--- src/rtl/issue_queue_age_select_if.sv ---
// Bundle of signals between the age-ordered issue controller (master side)
// and the reservation-station storage, dispatch and functional unit (slave side).
interface issue_queue_age_select_if #(
   parameter int QUEUE_DEPTH = 3
);
   localparam int AW = $clog2(QUEUE_DEPTH);

   logic                   dispatch_valid;
   logic                   dispatch_ready;
   logic                   rs_station_wen;
   logic [AW-1:0]          rs_station_waddr;
   logic [QUEUE_DEPTH-1:0] rs_queue_valid_bits;
   logic [QUEUE_DEPTH-1:0] incoming_valid_bits;
   logic [QUEUE_DEPTH-1:0] rs_ready_bits;
   logic                   fu_ready;
   logic                   rs_station_complete;
   logic [AW-1:0]          rs_station_raddr;
   logic                   issue_valid;
   logic [AW:0]            rs_occupancy;

   modport master (
      input  dispatch_valid, rs_queue_valid_bits, incoming_valid_bits,
             rs_ready_bits, fu_ready,
      output dispatch_ready, rs_station_wen, rs_station_waddr,
             rs_station_complete, rs_station_raddr, issue_valid, rs_occupancy
   );

   modport slave (
      output dispatch_valid, rs_queue_valid_bits, incoming_valid_bits,
             rs_ready_bits, fu_ready,
      input  dispatch_ready, rs_station_wen, rs_station_waddr,
             rs_station_complete, rs_station_raddr, issue_valid, rs_occupancy
   );
endinterface

--- src/rtl/issue_queue_age_select.sv ---
// Allocate/select controller for an age-ordered reservation station.
// Dispatch gets the lowest free slot; issue picks the oldest valid+ready slot
// using an age matrix where age_q[i][j] = 1 means slot i is older than slot j.
// Allocation and selection are purely combinational (zero-cycle issue latency);
// only the age matrix and the occupancy count are registered.
module issue_queue_age_select #(
   parameter int QUEUE_DEPTH = 3
) (
   input  logic                      clk,
   input  logic                      rst_n,
   issue_queue_age_select_if.master  rs_if
);
   localparam int AW = $clog2(QUEUE_DEPTH);
   localparam int OW = AW + 1;

   logic [QUEUE_DEPTH-1:0][QUEUE_DEPTH-1:0] age_q;
   logic [QUEUE_DEPTH-1:0][QUEUE_DEPTH-1:0] age_d;
   logic [OW-1:0]                           occ_q;
   logic [OW-1:0]                           occ_d;

   logic                   free_any;
   logic [AW-1:0]          alloc_idx;
   logic                   wen;
   logic [QUEUE_DEPTH-1:0] cand;
   logic [QUEUE_DEPTH-1:0] blocked;
   logic [QUEUE_DEPTH-1:0] chosen;
   logic [AW-1:0]          sel_idx;
   logic                   cand_any;

   // Lowest-index free slot; scanning downward lets the lowest index win.
   always_comb begin
      free_any  = 1'b0;
      alloc_idx = '0;
      for (int i = QUEUE_DEPTH - 1; i >= 0; i--) begin
         if (!rs_if.rs_queue_valid_bits[i]) begin
            free_any  = 1'b1;
            alloc_idx = AW'(i);
         end
      end
   end

   assign wen = rs_if.dispatch_valid && free_any;

   // Oldest candidate: a ready, valid slot that no other candidate is older than.
   // Stale matrix rows of invalid slots are masked because they are never candidates.
   always_comb begin
      cand    = rs_if.rs_ready_bits & rs_if.rs_queue_valid_bits;
      blocked = '0;
      chosen  = '0;
      sel_idx = '0;
      for (int i = 0; i < QUEUE_DEPTH; i++) begin
         for (int j = 0; j < QUEUE_DEPTH; j++) begin
            if (cand[j] && age_q[j][i]) begin
               blocked[i] = 1'b1;
            end
         end
         chosen[i] = cand[i] && !blocked[i];
      end
      for (int i = QUEUE_DEPTH - 1; i >= 0; i--) begin
         if (chosen[i]) begin
            sel_idx = AW'(i);
         end
      end
   end

   assign cand_any = |cand;

   // Newly written slot becomes the youngest: its row clears, its column sets.
   always_comb begin
      age_d = age_q;
      if (wen) begin
         age_d[alloc_idx] = '0;
         for (int j = 0; j < QUEUE_DEPTH; j++) begin
            if (j != int'(alloc_idx)) begin
               age_d[j][alloc_idx] = 1'b1;
            end
         end
      end
   end

   // Occupancy tracks the station's next-cycle valid count.
   always_comb begin
      occ_d = '0;
      for (int i = 0; i < QUEUE_DEPTH; i++) begin
         occ_d = occ_d + OW'(rs_if.incoming_valid_bits[i]);
      end
   end

   // Age matrix and occupancy registers; reset empties both immediately.
   always_ff @(posedge clk or negedge rst_n) begin
      if (!rst_n) begin
         age_q <= '0;
         occ_q <= '0;
      end else begin
         age_q <= age_d;
         occ_q <= occ_d;
      end
   end

   assign rs_if.dispatch_ready      = free_any;
   assign rs_if.rs_station_wen      = wen;
   assign rs_if.rs_station_waddr    = alloc_idx;
   assign rs_if.rs_station_complete = rs_if.fu_ready && cand_any;
   assign rs_if.issue_valid         = rs_if.fu_ready && cand_any;
   assign rs_if.rs_station_raddr    = sel_idx;
   assign rs_if.rs_occupancy        = occ_q;
endmodule

--- src/flat_wrapper.sv ---
// flat-port wrapper written by rule: the top's interface ports become plain ports
module issue_queue_age_select_flat 
#(
   parameter int QUEUE_DEPTH = 3
)
  (clk, rst_n, rs_if_dispatch_valid, rs_if_rs_queue_valid_bits, rs_if_incoming_valid_bits, rs_if_rs_ready_bits, rs_if_fu_ready, rs_if_dispatch_ready, rs_if_rs_station_wen, rs_if_rs_station_waddr, rs_if_rs_station_complete, rs_if_rs_station_raddr, rs_if_issue_valid, rs_if_rs_occupancy);
  issue_queue_age_select_if #(.QUEUE_DEPTH(QUEUE_DEPTH)) rs_if_i ();
  input  logic clk;
  input  logic rst_n;
  input wire logic [$bits(rs_if_i.dispatch_valid)-1:0] rs_if_dispatch_valid;
  input wire logic [$bits(rs_if_i.rs_queue_valid_bits)-1:0] rs_if_rs_queue_valid_bits;
  input wire logic [$bits(rs_if_i.incoming_valid_bits)-1:0] rs_if_incoming_valid_bits;
  input wire logic [$bits(rs_if_i.rs_ready_bits)-1:0] rs_if_rs_ready_bits;
  input wire logic [$bits(rs_if_i.fu_ready)-1:0] rs_if_fu_ready;
  output wire logic [$bits(rs_if_i.dispatch_ready)-1:0] rs_if_dispatch_ready;
  output wire logic [$bits(rs_if_i.rs_station_wen)-1:0] rs_if_rs_station_wen;
  output wire logic [$bits(rs_if_i.rs_station_waddr)-1:0] rs_if_rs_station_waddr;
  output wire logic [$bits(rs_if_i.rs_station_complete)-1:0] rs_if_rs_station_complete;
  output wire logic [$bits(rs_if_i.rs_station_raddr)-1:0] rs_if_rs_station_raddr;
  output wire logic [$bits(rs_if_i.issue_valid)-1:0] rs_if_issue_valid;
  output wire logic [$bits(rs_if_i.rs_occupancy)-1:0] rs_if_rs_occupancy;
  assign rs_if_i.dispatch_valid = rs_if_dispatch_valid;
  assign rs_if_i.rs_queue_valid_bits = rs_if_rs_queue_valid_bits;
  assign rs_if_i.incoming_valid_bits = rs_if_incoming_valid_bits;
  assign rs_if_i.rs_ready_bits = rs_if_rs_ready_bits;
  assign rs_if_i.fu_ready = rs_if_fu_ready;
  assign rs_if_dispatch_ready = rs_if_i.dispatch_ready;
  assign rs_if_rs_station_wen = rs_if_i.rs_station_wen;
  assign rs_if_rs_station_waddr = rs_if_i.rs_station_waddr;
  assign rs_if_rs_station_complete = rs_if_i.rs_station_complete;
  assign rs_if_rs_station_raddr = rs_if_i.rs_station_raddr;
  assign rs_if_issue_valid = rs_if_i.issue_valid;
  assign rs_if_rs_occupancy = rs_if_i.rs_occupancy;
  issue_queue_age_select #(.QUEUE_DEPTH(QUEUE_DEPTH)) u_core (.clk(clk), .rst_n(rst_n), .rs_if(rs_if_i));
endmodule
--- config.mk ---
export PLATFORM = sky130hd
export DESIGN_NAME = issue_queue_age_select_flat
export DESIGN_NICKNAME = d
export VERILOG_FILES = /design/src/rtl/issue_queue_age_select_if.sv /design/src/rtl/issue_queue_age_select.sv /design/src/flat_wrapper.sv
export SDC_FILE = /design/constraint.sdc
export NUM_CORES = 1
export LEC_CHECK = 0
export CAP_MARGIN = 10
export CORE_UTILIZATION = 45
export CTS_BUF_LIST = sky130_fd_sc_hd__clkbuf_8
export DETAILED_ROUTE_END_ITERATION = 8
export HOLD_SLACK_MARGIN = 0.1
export PLACE_DENSITY = 0.82
export SYNTH_ARGS = -nofsm -noshare
export SYNTH_HDL_FRONTEND = slang
export SYNTH_SLANG_ARGS = --single-unit
--- constraint.sdc ---
create_clock -name clk -period 4 [get_ports clk]
set_clock_uncertainty 0.05 [all_clocks]
set_input_delay 1.2 -clock clk [delete_from_list [all_inputs] [get_ports clk]]
set_output_delay 1.2 -clock clk [all_outputs]
set_load 0.01 [all_outputs]
==> metrics.md <==
| Metric | Value |
|---|---|
| Met3 GRT Util | `~3.3%` |
| Worst IR Drop VDD | `between 0.2 and 0.3 mV` |
| Worst path max stage delay | `0.57 ns` |
| Die area | `1616 um^2` |
| Min-Delay Path Class | `flop to flop` |
| Pin count of the biggest net entering global routing | `13` |
| Die H | `40.21 um` |
| Mapped Area | `656.9 um^2` |
| Status | `finished clean` |
| First-pass GRT wire length | `2139 um` |
| Grt met1 use | `23.74%` |
| WHS | `0.4582 ns` |
| CTS tree | `done` |
| Critical Path RT | `2.75 ns` |
| Switch share | `23.13%` |
| H-tree levels | `1` |
| Pint | `0.2568 mW` |
| NetSw | `0.07730 mW` |
| Pwr dens | `337.2 nW/um^2` |
| Vias in the first global route | `527` |
| YS warnings | `0` |
| Core Area | `between 1000 and 1500 um^2` |
| R2R cell count | `2` |
| Clk root buf | `clkbuf_8` |
| Yosys cell types | `27` |
| Total power | `0.3341 mW` |
| Max cap viols | `0` |
| Die X | `about 40 um` |
| Initial Utilization | `49.25%` |
| Diode count | `0` |
| Max frequency | `256.3 MHz` |
| Slowest CP cell | `clkdlybuf4s50_1` |
| Hold path depth | `2` |
| Initial antenna violation count | `0` |
| Final Max Tran Viols | `0` |
| Most frequent cell on the critical path | `clkdlybuf4s50_1` |
| Sequential share of the synthesized area | `a little under half` |
| R2r setup slk | `3.27 ns` |
| Post-Syn Nets | `80` |
| Routed vias/inst | `5.239` |
| Num Clock Sinks | `12` |
| First-pass iteration count of the detailed router | `4` |
| Layout cells sized above 1 | `19.15%` |
| Worst slack at placement | `-0.09091 ns` |
| RSZ-0062 raised after global routing | `no` |
| Sequential power share | `41.1%` |
| Count of final setup violators | `0` |
| Final WL | `1488 um` |
| Startpoint Class | `input pin` |
| Mean Syn Cell Area | `10.43 um^2` |
| Power share of the clock group | `38.1%` |
| Vias | `571` |
| Std cell rows | `13` |
| Setup bufs post-CTS | `0` |
| Grt ovf | `0` |
| Comb pwr share | `20.7%` |
| Slew @ Worst Pin | `0.5043 ns` |
| Worst-Skew Late Latency | `0.23 ns` |
| Final Critical Period | `3.902 ns` |
| Residual DRC | `0` |
| Area grow syn2layout | `50.86%` |
| Rel. slew slack | `66.27%` |
| Lkg Pwr | `0.5141 nW` |
| Hold Vio Cnt, Final | `0` |
| FILL cells | `101` |
| WP data arrival | `2.65 ns` |
| Worst path bufs/invs | `3` |
| Yosys reg bits | `12` |
| CP delay by family, top | `buffers and inverters` |
| Gp weighted congestion | `0.7706` |
| 1st-iter DRT viols | `13` |
| Core Util, Final | `74.30%` |
| Setup CP Type | `input pin to output port` |
| Met2 Usage GRT | `around two fifths` |
| Worst setup margin | `a little under 0.1 ns` |
| Gate Count Post-Synth | `63` |
| Worst-path fanout max | `3` |
| Port buffer count | `23` |
| Top Usage Layer GRT | `met2` |
| I/O pins | `24` |
| Period utilisation layout | `between 90 and 100%` |
| Clk slew on worst S/H paths | `around 0.05 ns` |
| CTS Buf Count | `3` |
| Antenna Violating Nets Remaining | `0` |
| Fin nets | `112` |
| Routed WL per cell | `~14 um` |
| Clock buffer depth | `2` |
| Total track usage | `a little over a fifth` |
| Crit. End Element | `output port` |
| Crit-path cells | `clkdlybuf4s50_1 -> nand2_1 -> buf_4 -> a31oi_1 -> clkdlybuf4s50_1` |
| HPWL Detailed | `1202 um` |
## cell families (layout without fill, tap and decap cells)
group | count (synthesis) | in the layout | share of synthesized area (%)
AND/OR/NAND/NOR | 26 | 26 | 27.43
flip-flops | 12 | 12 | 45.71
AO/OA/AOI/OAI | 11 | 11 | 11.24
buffers and inverters | 10 | 41 | 6.857
adder cells (fa/ha/maj) | 4 | 4 | 8.763
## metal layers
metal / up-vias / wire, um
met4: 0 / 0
met5: - / 0
li1: 271 / -
met3: 0 / 65
met1: 278 / 599
met2: 22 / 824
## worst min-delay path, stage by stage (launching register included)
cell and delay (ns):
dfrtp_1 0.34, o21ai_1 0.07, nand2_1 0.06
## cell usage in the layout, fill, tap and decap left out, types with 3 or more instances in the layout
cell and count:
buf_4 6, dlygate4sd2_1 4, and2_1 3, inv_1 8
dfrtp_1 12, clkdlybuf4s50_1 17, nor2_1 4, ha_1 3
and3_1 3, nand2_1 4, clkbuf_8 4
## metrics by stage
| step | area, um^2 | cells | setup TNS [ns] |
|---|---|---|---|
| 6_report | 991.0 | 109 | 0 |
| 3_5_place_dp | 935.9 | 105 | -0.1830 |
| 4_1_cts | 985.9 | 109 | 0 |
| 3_3_place_gp | 935.9 | 105 | -0.1183 |
| 5_1_grt | 991.0 | 109 | 0 |
| 2_1_floorplan | 656.9 | 63 | 0 |
## worst max path at each step
stage	cells after the start	slack [ns]	to	start
after detailed placement	5	-0.09	rs_if_rs_station_raddr[0]	rs_if_rs_queue_valid_bits[1]
final	5	0.1	rs_if_rs_station_complete	rs_if_rs_ready_bits[0]
after global routing	5	0.001	rs_if_rs_station_complete	rs_if_rs_ready_bits[0]
after CTS	5	0.03	rs_if_rs_station_waddr[1]	rs_if_rs_queue_valid_bits[2]
after global placement	5	-0.06	rs_if_rs_station_raddr[0]	rs_if_rs_queue_valid_bits[1]
after floorplan	4	0.85	rs_if_rs_station_raddr[0]	rs_if_rs_queue_valid_bits[1]
## cells in the mapped netlist (all sizes together)
master / count / area share (%)
dfrtp: 12 / 46
inv: 8 / 4.6
nand2: 6 / 5.0
and3: 5 / 5.1
nor2: 4 / 2.3
and2: 3 / 2.9
ha: 3 / 5.7
nor4: 3 / 7.0
o21ai: 3 / 2.3
a21oi: 2 / 1.5
buf: 2 / 2.3
nor2b: 2 / 1.9
a21o: 1 / 1.1
a311o: 1 / 1.5
a31oi: 1 / 0.95
and2b: 1 / 1.5
fa: 1 / 3.0
nand2b: 1 / 0.95
nand3: 1 / 0.76
o21a: 1 / 1.1
o22a: 1 / 1.3
o31a: 1 / 1.3
## layout make-up
type	count	area [um^2]	area share, %
tap	15	18.77	1.894
sequential	12	300.3	30.30
clock buffer	4	55.05	5.556
inverter	8	30.03	3.030
timing repair buffer	29	275.3	27.78
multi-input combinational	41	311.5	31.44
## timing repair
item | 4_1_cts | 5_1_grt
setup endpoints to repair | 3 | 3
hold buffers | 0 | 0
gates resized for setup | 4 | 2
pin swaps | 0 | 0
endpoints found under the hold margin | 0 | 0
## power by group through the flow
stage	clock, mW	sequential, mW	combinational [mW]
finish	0.127	0.137	0.0693
global route	0.136	0.138	0.0770
detailed placement	0	0.139	0.0717
CTS	0.130	0.137	0.0707
global placement	0	0.139	0.0690
floorplan	0	0.139	0.0302
Power figures use the tool's default switching activity.
==> patch 1 (same settings) <==
`QUEUE_DEPTH` is set to 3 in 3 places; all go to 6.
--- a/src/rtl/issue_queue_age_select_if.sv
+++ b/src/rtl/issue_queue_age_select_if.sv
@@ -3,3 +3,3 @@
 interface issue_queue_age_select_if #(
-   parameter int QUEUE_DEPTH = 3
+   parameter int QUEUE_DEPTH = 6
 );
--- a/src/rtl/issue_queue_age_select.sv
+++ b/src/rtl/issue_queue_age_select.sv
@@ -6,3 +6,3 @@
 module issue_queue_age_select #(
-   parameter int QUEUE_DEPTH = 3
+   parameter int QUEUE_DEPTH = 6
 ) (
--- a/src/flat_wrapper.sv
+++ b/src/flat_wrapper.sv
@@ -3,3 +3,3 @@
 #(
-   parameter int QUEUE_DEPTH = 3
+   parameter int QUEUE_DEPTH = 6
 )
Ports: changed (6 resized); port bits go from 24 to 36. The function was not compared with the original's and may differ.
==> patch 1 against the unedited design <==
- sequential cell count up 27
- routed wire length rose to 3.2 times the old value
- combinational power rose to 2.9 times the old value
- final cell count increased to 2.7 times the old value
- synthesized area increased to 2.8 times the old value
- final area increased to 2.5 times the old value
- die area increased to 2.7 times the old value
- power increased to 2.8 times the old value
- worst setup slack got worse by 28 ps
- sequential power rose to 3.5 times the old value
- largest cell class is now sequential cells
==> patch 1: results (changes against the unedited design) <==
Status
  – Outcome: completed (unchanged)

Pwr
  – Max rail drop VDD: 0.307 mV (was 0.251 mV)

Detailed routing
  – Metal2 WL: 2310 um (was 824 um)
  – Initial drt markers: 171 (was 13)
  – Number of detailed-route iterations in the first pass: 5 (was 4)
  – Metal3 WL: 451 um (was 65 um)
  – Vias post-DR: 1633 (was 571)

GRT
  – Met2 routing resource usage after global routing: 0.398 (was 0.399)
  – First-pass GRT wire length: 7800 um (was 2140 um)
  – Total global-route track usage: 0.247 (was 0.208)
  – Fraction of met3 tracks used by global routing: 0.0759 (was 0.0333)
  – Pin count of the biggest net entering global routing: 40 (was 13)

Setup path
  – CP max stage cell: sky130_fd_sc_hd__or4_4 (was sky130_fd_sc_hd__clkdlybuf4s50_1)
  – Startpoint of the worst setup timing path: rs_if_rs_ready_bits[5] (was rs_if_rs_ready_bits[0])
  – Worst-path fanout max: 5 (was 3)
  – Top Family by Delay on Critical Path: simple AND/OR/NAND/NOR gates (was buffers and inverters)
  – Delay of the slowest cell on the worst path: 480 ps (was 570 ps)

Synth
  – Post-synth net total: 213 (was 80)
  – Compound-gate portion of the synthesized area: 0.162 (was 0.112)
  – Ranking of synthesized cells by area: sky130_fd_sc_hd__dfrtp_1, sky130_fd_sc_hd__nor2_1, sky130_fd_sc_hd__nand2_1, sky130_fd_sc_hd__a32oi_1, sky130_fd_sc_hd__fa_1 (was sky130_fd_sc_hd__dfrtp_1, sky130_fd_sc_hd__ha_1, sky130_fd_sc_hd__inv_1, sky130_fd_sc_hd__nor4_2, sky130_fd_sc_hd__nor4_4)
  – Most frequent cells after synthesis: sky130_fd_sc_hd__dfrtp_1, sky130_fd_sc_hd__nor2_1, sky130_fd_sc_hd__nand2_1 (was sky130_fd_sc_hd__dfrtp_1, sky130_fd_sc_hd__inv_1, sky130_fd_sc_hd__nand2_1, sky130_fd_sc_hd__nor2_1)

Placement
  – Port-buffer cells: 34 (was 23)
  – Routability Congestion: 0.892 (was 0.771)
  – Total instance count after detailed placement: 283 (was 105)

Final layout
  – Count of non-filler cells in the finished layout: 292 (was 109)
  – Net count, final: 269 (was 112)
  – Share of cells above drive strength 1: 0.242 (was 0.191)

STA
  – Transition at the pin with the smallest max-transition slack: 898 ps (was 504 ps)

Clock network
  – Skew-Pair Late Insertion Delay: 300 ps (was 230 ps)
  – Clock transition at path regs: 70 ps (was 50 ps)
  – Number of buffers added by the clock tree synthesis step: 5 (was 3)
[patch 1: through the flow]
stage	instance area [um2]	hold WS [ps]	util
after floorplan	1850	395	-
after global placement	2380	411	0.625
after detailed placement	2380	419	0.625
after CTS	2500	436	0.658
after global routing	2520	464	0.664
final	2520	440	0.664
[patch 1: power groups by stage]
stage | sequential [mW] | clock (mW) | combinational (mW)
after global placement | 0.475 | 0 | 0.188
after CTS | 0.470 | 0.262 | 0.195
after detailed placement | 0.476 | 0 | 0.194
final | 0.473 | 0.256 | 0.198
after global routing | 0.476 | 0.281 | 0.221
after floorplan | 0.471 | 0 | 0.0916
[patch 1: area by class of cell]
class / instances / area [um2] / share of cell area
multi-input cells: 127 / 846 / 0.335
clock buffers: 5 / 68.8 / 0.0273
clock inverters: 3 / 15.0 / 0.00595
flip-flops and latches: 39 / 976 / 0.387
repair buffers: 60 / 520 / 0.206
inverters: 10 / 37.5 / 0.0149
well taps: 48 / 60.1 / 0.0238
[patch 1: worst paths after layout]
| check | cells past startpoint | end | slack (ps) |
|---|---|---|---|
| min reg2reg | 1 | u_core.age_q[26]$_DFFE_PN0P_ | 440 |
| min | 1 | u_core.age_q[26]$_DFFE_PN0P_ | 440 |
| min in group asynchronous | 1 | u_core.age_q[6]$_DFFE_PN0P_ | 950 |
| max reg2reg | 2 | u_core.age_q[20]$_DFFE_PN0P_ | 3220 |
| max | 7 | rs_if_rs_station_raddr[0] | 70 |
| max in group asynchronous | 1 | u_core.age_q[17]$_DFFE_PN0P_ | 2420 |
[patch 1: worst register-to-register path, stage by stage, from the launching register on]
cell                      delay [ps]
sky130_fd_sc_hd__dfrtp_1         420
sky130_fd_sc_hd__o21ai_0          90
sky130_fd_sc_hd__o21ai_0         100
==> patch 2 (same flow settings) <==
Made on the original files. Make the reset (`rst_n`) synchronous in one clocked block.
--- a/src/rtl/issue_queue_age_select.sv
+++ b/src/rtl/issue_queue_age_select.sv
@@ -89,3 +89,3 @@
    // Age matrix and occupancy registers; reset empties both immediately.
-   always_ff @(posedge clk or negedge rst_n) begin
+   always_ff @(posedge clk) begin
       if (!rst_n) begin
Check against the original RTL: differs if rst_n is asserted again (counterexample within 4 cycles, from zero or initial values and one cycle with rst_n low); with rst_n held inactive, the same outputs for 10 cycles.
==> patch 2 against the unedited design <==
- critical path depth is the same
- synthesized area shrank 6.5%
- final cell count is 1.8% lower
- worst setup slack better by 40 ps
- worst hold slack got worse by 62 ps
- die area decreased by 6.1%
- routed wire length down 2.6%
- final area shrank 5.9%
- sequential cell count stayed put
- global-route usage increased by 3.5 points
- power fell by 6.2%
- critical endpoint is now rs_if_rs_station_wen
- highest routed layer is now met4
==> patch 2: results (changes against the unedited design) <==
Detailed routing
  – Metal3 WL: 62 um (was 65 um)
  – Metal2 WL: 706 um (was 824 um)
  – Vias per Instance: 5.34 (was 5.24)
  – Vias post-DR: 571 (unchanged)
  – Post-detailed-route wirelength per cell: 13.6 um (was 13.7 um)
  – Top Layer Used: met4 (was met3)

Placement
  – Routability Congestion: 0.892 (was 0.771)
  – Total instance count after detailed placement: 103 (was 105)
  – Hpwl dp: 1090 um (was 1200 um)

Pwr
  – Combinational power: 57.9 uW (was 69.3 uW)
  – Max rail drop VDD: 0.287 mV (was 0.251 mV)
  – Static power due to leakage: 0.454 nW (was 0.514 nW)
  – Proportion of power drawn by the clock network: 0.409 (was 0.381)
  – Internal power: 245 uW (was 257 uW)

Final layout
  – Storage element area: 240 um2 (was 300 um2)
  – Multi-input combinational cell count: 46 (was 41)
  – Inverters: 3 (was 8)
  – Number of ordinary and repair buffers in the finished layout: 28 (was 29)
  – Clock tree cell share of total cell area: 0.0591 (was 0.0556)
  – FF+latch count: 12 (unchanged)
  – Share of cells above drive strength 1: 0.151 (was 0.191)
  – Signal buffers share of area: 0.287 (was 0.278)
  – Count of filler cells inserted in the layout: 99 (was 101)
  – Proportion of cell area occupied by multi-input gates: 0.365 (was 0.314)
  – # clk buffers: 4 (unchanged)

Clock network
  – Clock buffer depth: 2 (unchanged)

STA
  – Worst hold slack after final layout: 397 ps (was 458 ps)
  – Transition at the pin with the smallest max-transition slack: 330 ps (was 504 ps)
  – Final number of max-transition violations: 0 (unchanged)

Synth
  – Compound-gate portion of the synthesized area: 0.134 (was 0.112)
  – Mean cell area of the mapped netlist: 9.60 um2 (was 10.4 um2)
  – Sequential cell area fraction in the yosys report: 0.391 (was 0.457)
  – Post-synth net total: 81 (was 80)
  – Synth unique cells: 26 (was 27)
  – Ranking of synthesized cells by area: sky130_fd_sc_hd__dfxtp_1, sky130_fd_sc_hd__and3_1, sky130_fd_sc_hd__ha_1, sky130_fd_sc_hd__and2_1, sky130_fd_sc_hd__nor4_2 (was sky130_fd_sc_hd__dfrtp_1, sky130_fd_sc_hd__ha_1, sky130_fd_sc_hd__inv_1, sky130_fd_sc_hd__nor4_2, sky130_fd_sc_hd__nor4_4)
  – Adder-cell share of the synthesized area: 0.0937 (was 0.0876)
  – Async set-or-reset flop fraction in the synthesized netlist: 0 (was 1.00)

GRT
  – M1 GR Usage: 0.286 (was 0.237)
  – First-pass GRT wire length: 2390 um (was 2140 um)
  – Total global-route track usage: 0.244 (was 0.208)
  – Pin count of the biggest net entering global routing: 12 (was 13)
  – Via count of the first global-routing pass: 543 (was 527)
  – Met2 routing resource usage after global routing: 0.421 (was 0.399)

Setup path
  – Delay of the slowest cell on the worst path: 530 ps (was 570 ps)
  – Worst-path fanout max: 7 (was 3)
  – Startpoint of the worst setup timing path: rs_if_rs_queue_valid_bits[0] (was rs_if_rs_ready_bits[0])

Status
  – Outcome: completed (unchanged)

Worst hold path
  – Type of the worst min-delay path: flop to flop (unchanged)
  – Startpoint of the tightest hold check path: u_core.age_q[8]$_SDFFE_PN0P_
patch 2: how the worst max path moves through the flow:
stage	slack, ps	end	cells past startpoint
3_3_place_gp	-110	rs_if_rs_station_raddr[0]	5
5_1_grt	70	rs_if_rs_station_wen	5
6_report	140	rs_if_rs_station_wen	5
2_1_floorplan	810	rs_if_rs_station_raddr[0]	4
4_1_cts	30	rs_if_rs_station_complete	5
3_5_place_dp	-130	rs_if_rs_station_raddr[0]	5
patch 2: stage by stage:
| step | setup slack [ps] | area [um2] | utilization | power, mW | TNS, ps |
|---|---|---|---|---|---|
| final | 138 | 932 | 0.786 | 0.313 | 0 |
| after global routing | 66.9 | 932 | 0.786 | 0.327 | 0 |
| after CTS | 28.8 | 927 | 0.782 | 0.318 | 0 |
| after detailed placement | -134 | 877 | 0.739 | 0.188 | -397 |
| after global placement | -108 | 877 | 0.739 | 0.187 | -270 |
| after floorplan | 809 | 614 | - | 0.154 | 0 |
